--- src/rtl/mult_8bit_seq_pkg.sv ---
// Shared definitions for the sequential shift-and-add multiplier: widths, step count,
// FSM state encoding and the carry-recovery helper.
package mult_8bit_seq_pkg;

    localparam int unsigned ALU_W     = 8;
    localparam int unsigned MUL_STEPS = 8;

    // Encoding 2'd3 is never entered and is decoded as idle by the FSM.
    typedef enum logic [1:0] {
        StIdle = 2'd0,
        StRun  = 2'd1,
        StDone = 2'd2
    } state_e;

    // Rebuilds the adder's discarded MSB carry from the operand and sum sign bits.
    function automatic logic carry_out(input logic hi7, input logic m7, input logic s7);
        return (hi7 & m7) | ((hi7 ^ m7) & ~s7);
    endfunction

endpackage

--- src/rtl/adder_8bit.sv ---
// Existing 8-bit ripple-carry adder; the carry out of the MSB is not brought out.
module adder_8bit (
    input  logic [7:0] a,
    input  logic [7:0] b,
    input  logic       cin,
    output logic [7:0] sum
);

    logic cy;

    always_comb begin
        cy  = cin;
        sum = '0;
        for (int i = 0; i < 8; i++) begin
            sum[i] = a[i] ^ b[i] ^ cy;
            cy     = (a[i] & b[i]) | (a[i] & cy) | (b[i] & cy);
        end
    end

endmodule

--- src/rtl/mult_8bit_seq.sv ---
// Sequential 8x8 unsigned shift-and-add multiplier built around one adder_8bit.
// Operands latch on start, one partial-product step per clock, product held in P.
module mult_8bit_seq
    import mult_8bit_seq_pkg::*;
(
    input  logic        clk,
    input  logic        rst,
    input  logic        start,
    input  logic [7:0]  A,
    input  logic [7:0]  B,
    output logic        busy,
    output logic        done,
    output logic [15:0] P
);

    state_e           state;
    logic [ALU_W-1:0] m;
    logic [ALU_W-1:0] hi;
    logic [ALU_W-1:0] lo;
    logic [2:0]       cnt;
    logic [15:0]      p_r;
    logic             busy_r;
    logic             done_r;

    logic [ALU_W-1:0] sum;
    logic             carry;
    logic [ALU_W-1:0] hi_nxt;
    logic [ALU_W-1:0] lo_nxt;

    adder_8bit u_adder (
        .a   (hi),
        .b   (m),
        .cin (1'b0),
        .sum (sum)
    );

    // One step: conditionally add M into HI, then shift {carry, HI, LO} right by one.
    always_comb begin
        carry = carry_out(hi[7], m[7], sum[7]);
        if (lo[0]) begin
            {hi_nxt, lo_nxt} = {carry, sum, lo[7:1]};
        end else begin
            {hi_nxt, lo_nxt} = {1'b0, hi, lo[7:1]};
        end
    end

    always_ff @(posedge clk) begin
        if (rst) begin
            state  <= StIdle;
            m      <= '0;
            hi     <= '0;
            lo     <= '0;
            cnt    <= '0;
            p_r    <= '0;
            busy_r <= 1'b0;
            done_r <= 1'b0;
        end else begin
            case (state)
                StRun: begin
                    hi  <= hi_nxt;
                    lo  <= lo_nxt;
                    cnt <= cnt + 3'd1;
                    if (cnt == 3'(MUL_STEPS - 1)) begin
                        p_r    <= {hi_nxt, lo_nxt};
                        state  <= StDone;
                        busy_r <= 1'b0;
                        done_r <= 1'b1;
                    end
                end
                // Idle, done and the unused encoding all accept a new start.
                default: begin
                    done_r <= 1'b0;
                    if (start) begin
                        m      <= A;
                        lo     <= B;
                        hi     <= '0;
                        cnt    <= '0;
                        state  <= StRun;
                        busy_r <= 1'b1;
                    end else begin
                        state  <= StIdle;
                        busy_r <= 1'b0;
                    end
                end
            endcase
        end
    end

    assign busy = busy_r;
    assign done = done_r;
    assign P    = p_r;

endmodule
--- config.mk ---
export PLATFORM = sky130hd
export DESIGN_NAME = mult_8bit_seq
export DESIGN_NICKNAME = d
export VERILOG_FILES = /design/src/rtl/mult_8bit_seq_pkg.sv /design/src/rtl/adder_8bit.sv /design/src/rtl/mult_8bit_seq.sv
export SDC_FILE = /design/constraint.sdc
export NUM_CORES = 1
export LEC_CHECK = 0
export ABC_AREA = 1
export CAP_MARGIN = 40
export CORE_ASPECT_RATIO = 1.2
export CORE_MARGIN = 1
export CORE_UTILIZATION = 51
export DETAILED_ROUTE_END_ITERATION = 10
export GPL_ROUTABILITY_DRIVEN = 0
export GPL_TIMING_DRIVEN = 1
export PLACE_DENSITY = 0.76
export SKIP_LAST_GASP = 1
export SYNTH_ARGS = -nofsm -noshare
export SYNTH_HDL_FRONTEND = slang
export SYNTH_SLANG_ARGS = --single-unit
--- constraint.sdc ---
create_clock -name clk -period 4.93 [get_ports clk]
set_input_delay 0.986 -clock clk [delete_from_list [all_inputs] [get_ports clk]]
set_output_delay 0.986 -clock clk [all_outputs]
set_load 0.02 [all_outputs]
==> summary by stage <==
Timing
Clock skew on the completed layout was measured at 0.00929 ns. Derived from the worst setup path, the maximum achievable clock frequency is 271 MHz. Setup violations remaining at the end of the flow were counted as 0.

The fraction of the cycle the final worst path needs is 74.8%. The transition time at the pin with the least slew margin is 0.769 ns. The hold violation total from the final report came to 0. The time the worst path needs with I/O delays and setup is 3.69 ns. The number of max-slew violations in the final report is 0. Setup repair after global routing left no endpoint under its margin. After routing, the total negative slack on setup checks comes to 0 ns.

The worst slew slack as a fraction of its limit is 48.7%.

Synthesis
Yosys attributes the largest share of cell area to sky130_fd_sc_hd__dfxtp_1 (45%), sky130_fd_sc_hd__nand2_1 (11%), sky130_fd_sc_hd__nand3_1 (9.0%). The count of synthesis-stage warnings from yosys is 0. Counting every net in the synthesized netlist gives 287. The synthesized design contains 46 register bits. For this run, the leading register cell type out of synthesis is sky130_fd_sc_hd__dfxtp_1. By count the netlist is led by sky130_fd_sc_hd__nand2_1 (62), sky130_fd_sc_hd__dfxtp_1 (46), sky130_fd_sc_hd__nand3_1 (37). In the post-synthesis netlist, the cell with the most instances is sky130_fd_sc_hd__nand2_1. The number of enable flip-flop cells after synthesis is 0. Summed over all instances, the cell type with the most area after synthesis is sky130_fd_sc_hd__dfxtp_1. After synthesis, flip-flops and latches occupy 44.9% of the total area. After synthesis, the share of flip-flops with an asynchronous set or reset is 0%. In this run, distinct cell masters in the synthesized netlist total 21. The synthesized instance count is 258. Each instance of the synthesized netlist takes up on average 7.94 um^2. Of the post-synthesis cell area, the dominant cell type holds between 40 and 50%. The total standard cell area after synthesis is 2050 um^2.

Critical path
The number of cells on the worst reg-to-reg path is 14. The capturing element type of the critical path is a flop. The reg2reg setup slack is 1.24 ns.

At the worst endpoint, the required time is slightly above 5 ns. The maximum fanout encountered on the critical timing path is 3. The endpoint identified for the worst register-to-register timing path is hi[6]$_SDFFE_PP0P_. The arrival time of the worst setup path is 3.89 ns. The critical path class is reg -> reg. The start of the worst register-to-register path is hi[0]$_SDFFE_PP0P_. STA classifies the critical path startpoint as a flop.

Routing
The routed layout has ~1700 vias. After the first detailed-routing iteration, the DRC count stood at 76. The routed wire length is 4040 um.

The first detailed-routing pass took 4 iterations. The count of unresolved DRC violations after routing is 0. The via-per-instance ratio is 5.01. In the final routed layout, each cell accounts on average for 11.7 um. Once detail routing completed, the nets flagged for antenna violations numbered 0.

Power and ir drop
Internal power comes to 0.564 mW. The design draws 0.743 mW. The sequential fraction of design power is 52.7%. The worst-case IR drop observed on VDD is 0.000198 V. The power per cell area is 294 nW/um^2. The fraction of power spent switching nets is about 24%. For this design the total switching power over the nets is ~0.18 mW.

Combinational logic is responsible for 9.3% of the overall power. The clock network accounts for 38.0% of the total power. In this run the static leakage power is ~1.0 nW.

CTS
The number of levels in the clock H-tree is 2. The setup fix buffers added after clock tree synthesis is 0. The number of gates given a new drive strength after cts is 0. For this design, the sink count on the clock tree is 46. The longest clock path from root to sink contains 2 buffers. The insertion delay to the later sink of the worst-skew pair is 0.30 ns.

The total CTS buffers is 5. The number of buffers inserted for hold repair after clock tree synthesis is 0. The root cell of the clock tree is sky130_fd_sc_hd__clkbuf_8. The CTS tree is done. After clock tree synthesis, the clock-pin slew on the worst setup and hold paths is about 0.09 ns.

Layout
With fillers left out, the area of the finished cells amounts to ~2500 um^2. Compared with the post-synthesis result, the final layout area differs by 23.4%. 0 antenna diodes ended up in the layout. Of the cells placed in the final design, the portion with a size suffix greater than 1 is about a tenth.

The number of nets in the final layout is 320.

Floorplanning
The effective utilization at floorplan is between 50% and 60%. The vertical extent of the die is between 70 and 80 um. The die covers approximately 4300 um^2. The number of cell rows is 24. The area of the core is 3720 um^2. For this design the top-level I/O count stands at 37. In this run the horizontal extent of the chip is 59.9 um.

Global route
In the global route stage, overall resource usage came out at 22.3%. The first global-routing pass estimated 7130 um of wire. The via count of the first global-routing pass is 1609.

The total grt overflow is 0. Entering global routing, the biggest net connects 45 pins. The number of antenna violations at the first check in global routing is 0.

Placed design
Input and output buffers added on the ports amount to 36. The HPWL after detailed placement is 2990 um. The instance area after placement is 2420 um^2.

Min path
The worst hold path belongs to the class reg -> reg. The path with the worst hold slack has its endpoint at P[2]$_SDFFE_PP0P_. The worst hold path passes through 2 cells. The startpoint identified for the worst hold timing path is P[2]$_SDFFE_PP0P_.

Flow run
The tool flagged a number of max-cap violations equal to 0.

Outcome
The flow ran to the end, and the final reports show no timing, DRC or antenna violations.
==> cell families after synthesis <==
family,count (synthesis),share of synthesized area [%]
AOI/OAI and AO/OA,30,7.33
adders and majority gates,10,8.67
buffers and inverters,38,7.94
DFF,46,44.9
and+or+nand+nor,134,31.1
==> worst max-delay path: stages (launching register included) <==
cell                      delay (ns)
sky130_fd_sc_hd__dfxtp_1        0.35
sky130_fd_sc_hd__ha_1           0.15
sky130_fd_sc_hd__inv_1          0.05
sky130_fd_sc_hd__fa_1           0.38
sky130_fd_sc_hd__fa_1           0.39
sky130_fd_sc_hd__fa_1           0.39
sky130_fd_sc_hd__fa_1           0.39
sky130_fd_sc_hd__fa_1           0.39
sky130_fd_sc_hd__fa_1           0.37
sky130_fd_sc_hd__inv_1          0.08
sky130_fd_sc_hd__fa_1           0.40
sky130_fd_sc_hd__nand2_1        0.07
sky130_fd_sc_hd__nand2_1        0.07
sky130_fd_sc_hd__nand2_1        0.06
sky130_fd_sc_hd__nand2_1        0.05
==> area by class of cell <==
class / count / area, um^2
flip-flops and latches: 46 / 921
clock inverters: 3 / 43.8
multi-input cells: 174 / 966
inverters: 28 / 105
fillers: 350 / 1190
well taps: 52 / 65.1
clock buffers: 5 / 68.8
repair buffers: 36 / 360
==> through the flow <==
step	worst slack (ns)	cells	util [%]	hold WS [ns]
floorplan	1.39	258	-	0.432
global route	1.05	344	67.9	0.479
finish	1.24	344	67.9	0.463
global placement	1.32	336	64.9	0.450
CTS	1.24	344	67.9	0.469
detailed placement	1.24	336	64.9	0.456
==> worst max-delay path by stage <==
stage                             startpoint            endpoint  depth (start not counted)
after global routing      hi[0]$_SDFFE_PP0P_  P[14]$_SDFFE_PP0P_                         14
after detailed placement  hi[0]$_SDFFE_PP0P_  hi[6]$_SDFFE_PP0P_                         14
after CTS                 hi[0]$_SDFFE_PP0P_  hi[6]$_SDFFE_PP0P_                         14
final                     hi[0]$_SDFFE_PP0P_  hi[6]$_SDFFE_PP0P_                         14
after floorplan           hi[0]$_SDFFE_PP0P_  hi[6]$_SDFFE_PP0P_                         14
after global placement    hi[0]$_SDFFE_PP0P_  hi[6]$_SDFFE_PP0P_                         14
==> layout by cell type, fill, tap and decap left out, types with 3 or more instances in the layout <==
cell,netlist,layout
sky130_fd_sc_hd__clkdlybuf4s50_1,0,36
sky130_fd_sc_hd__inv_1,22,22
sky130_fd_sc_hd__nor2_1,19,19
sky130_fd_sc_hd__dfxtp_1,46,46
sky130_fd_sc_hd__fa_1,7,7
sky130_fd_sc_hd__clkbuf_8,0,5
sky130_fd_sc_hd__o21ai_0,17,17
sky130_fd_sc_hd__nand3_2,9,9
sky130_fd_sc_hd__nand3_1,37,37
sky130_fd_sc_hd__inv_2,6,6
sky130_fd_sc_hd__o21ai_1,12,12
sky130_fd_sc_hd__ha_1,3,3
sky130_fd_sc_hd__nand2_1,62,62
==> power by group through the flow <==
stage,clock [mW],combinational [mW],sequential [mW]
after detailed placement,0,0.0695,0.401
after CTS,0.286,0.0700,0.392
after floorplan,0,0.0463,0.399
final,0.282,0.0691,0.392
after global routing,0.303,0.0794,0.394
after global placement,0,0.0685,0.400
==> flip-flops by register name, indices dropped and copies added (netlist names) <==
| name | cells |
|---|---|
| lo | 8 |
| m | 8 |
| P | 16 |
| cnt | 3 |
| hi | 8 |
| done | 1 |
| state | 2 |
==> routing by layer <==
metal | track usage (%) | up-vias | part of all wire, %
met4 | 8.79 | 0 | 2.1
met5 | 0 | - | 0
met2 | 35.1 | 40 | 47
met3 | 6.32 | 10 | 4.2
met1 | 28.6 | 790 | 47
li1 | - | 885 | -
Note: power is estimated with default switching activity, not from simulation.
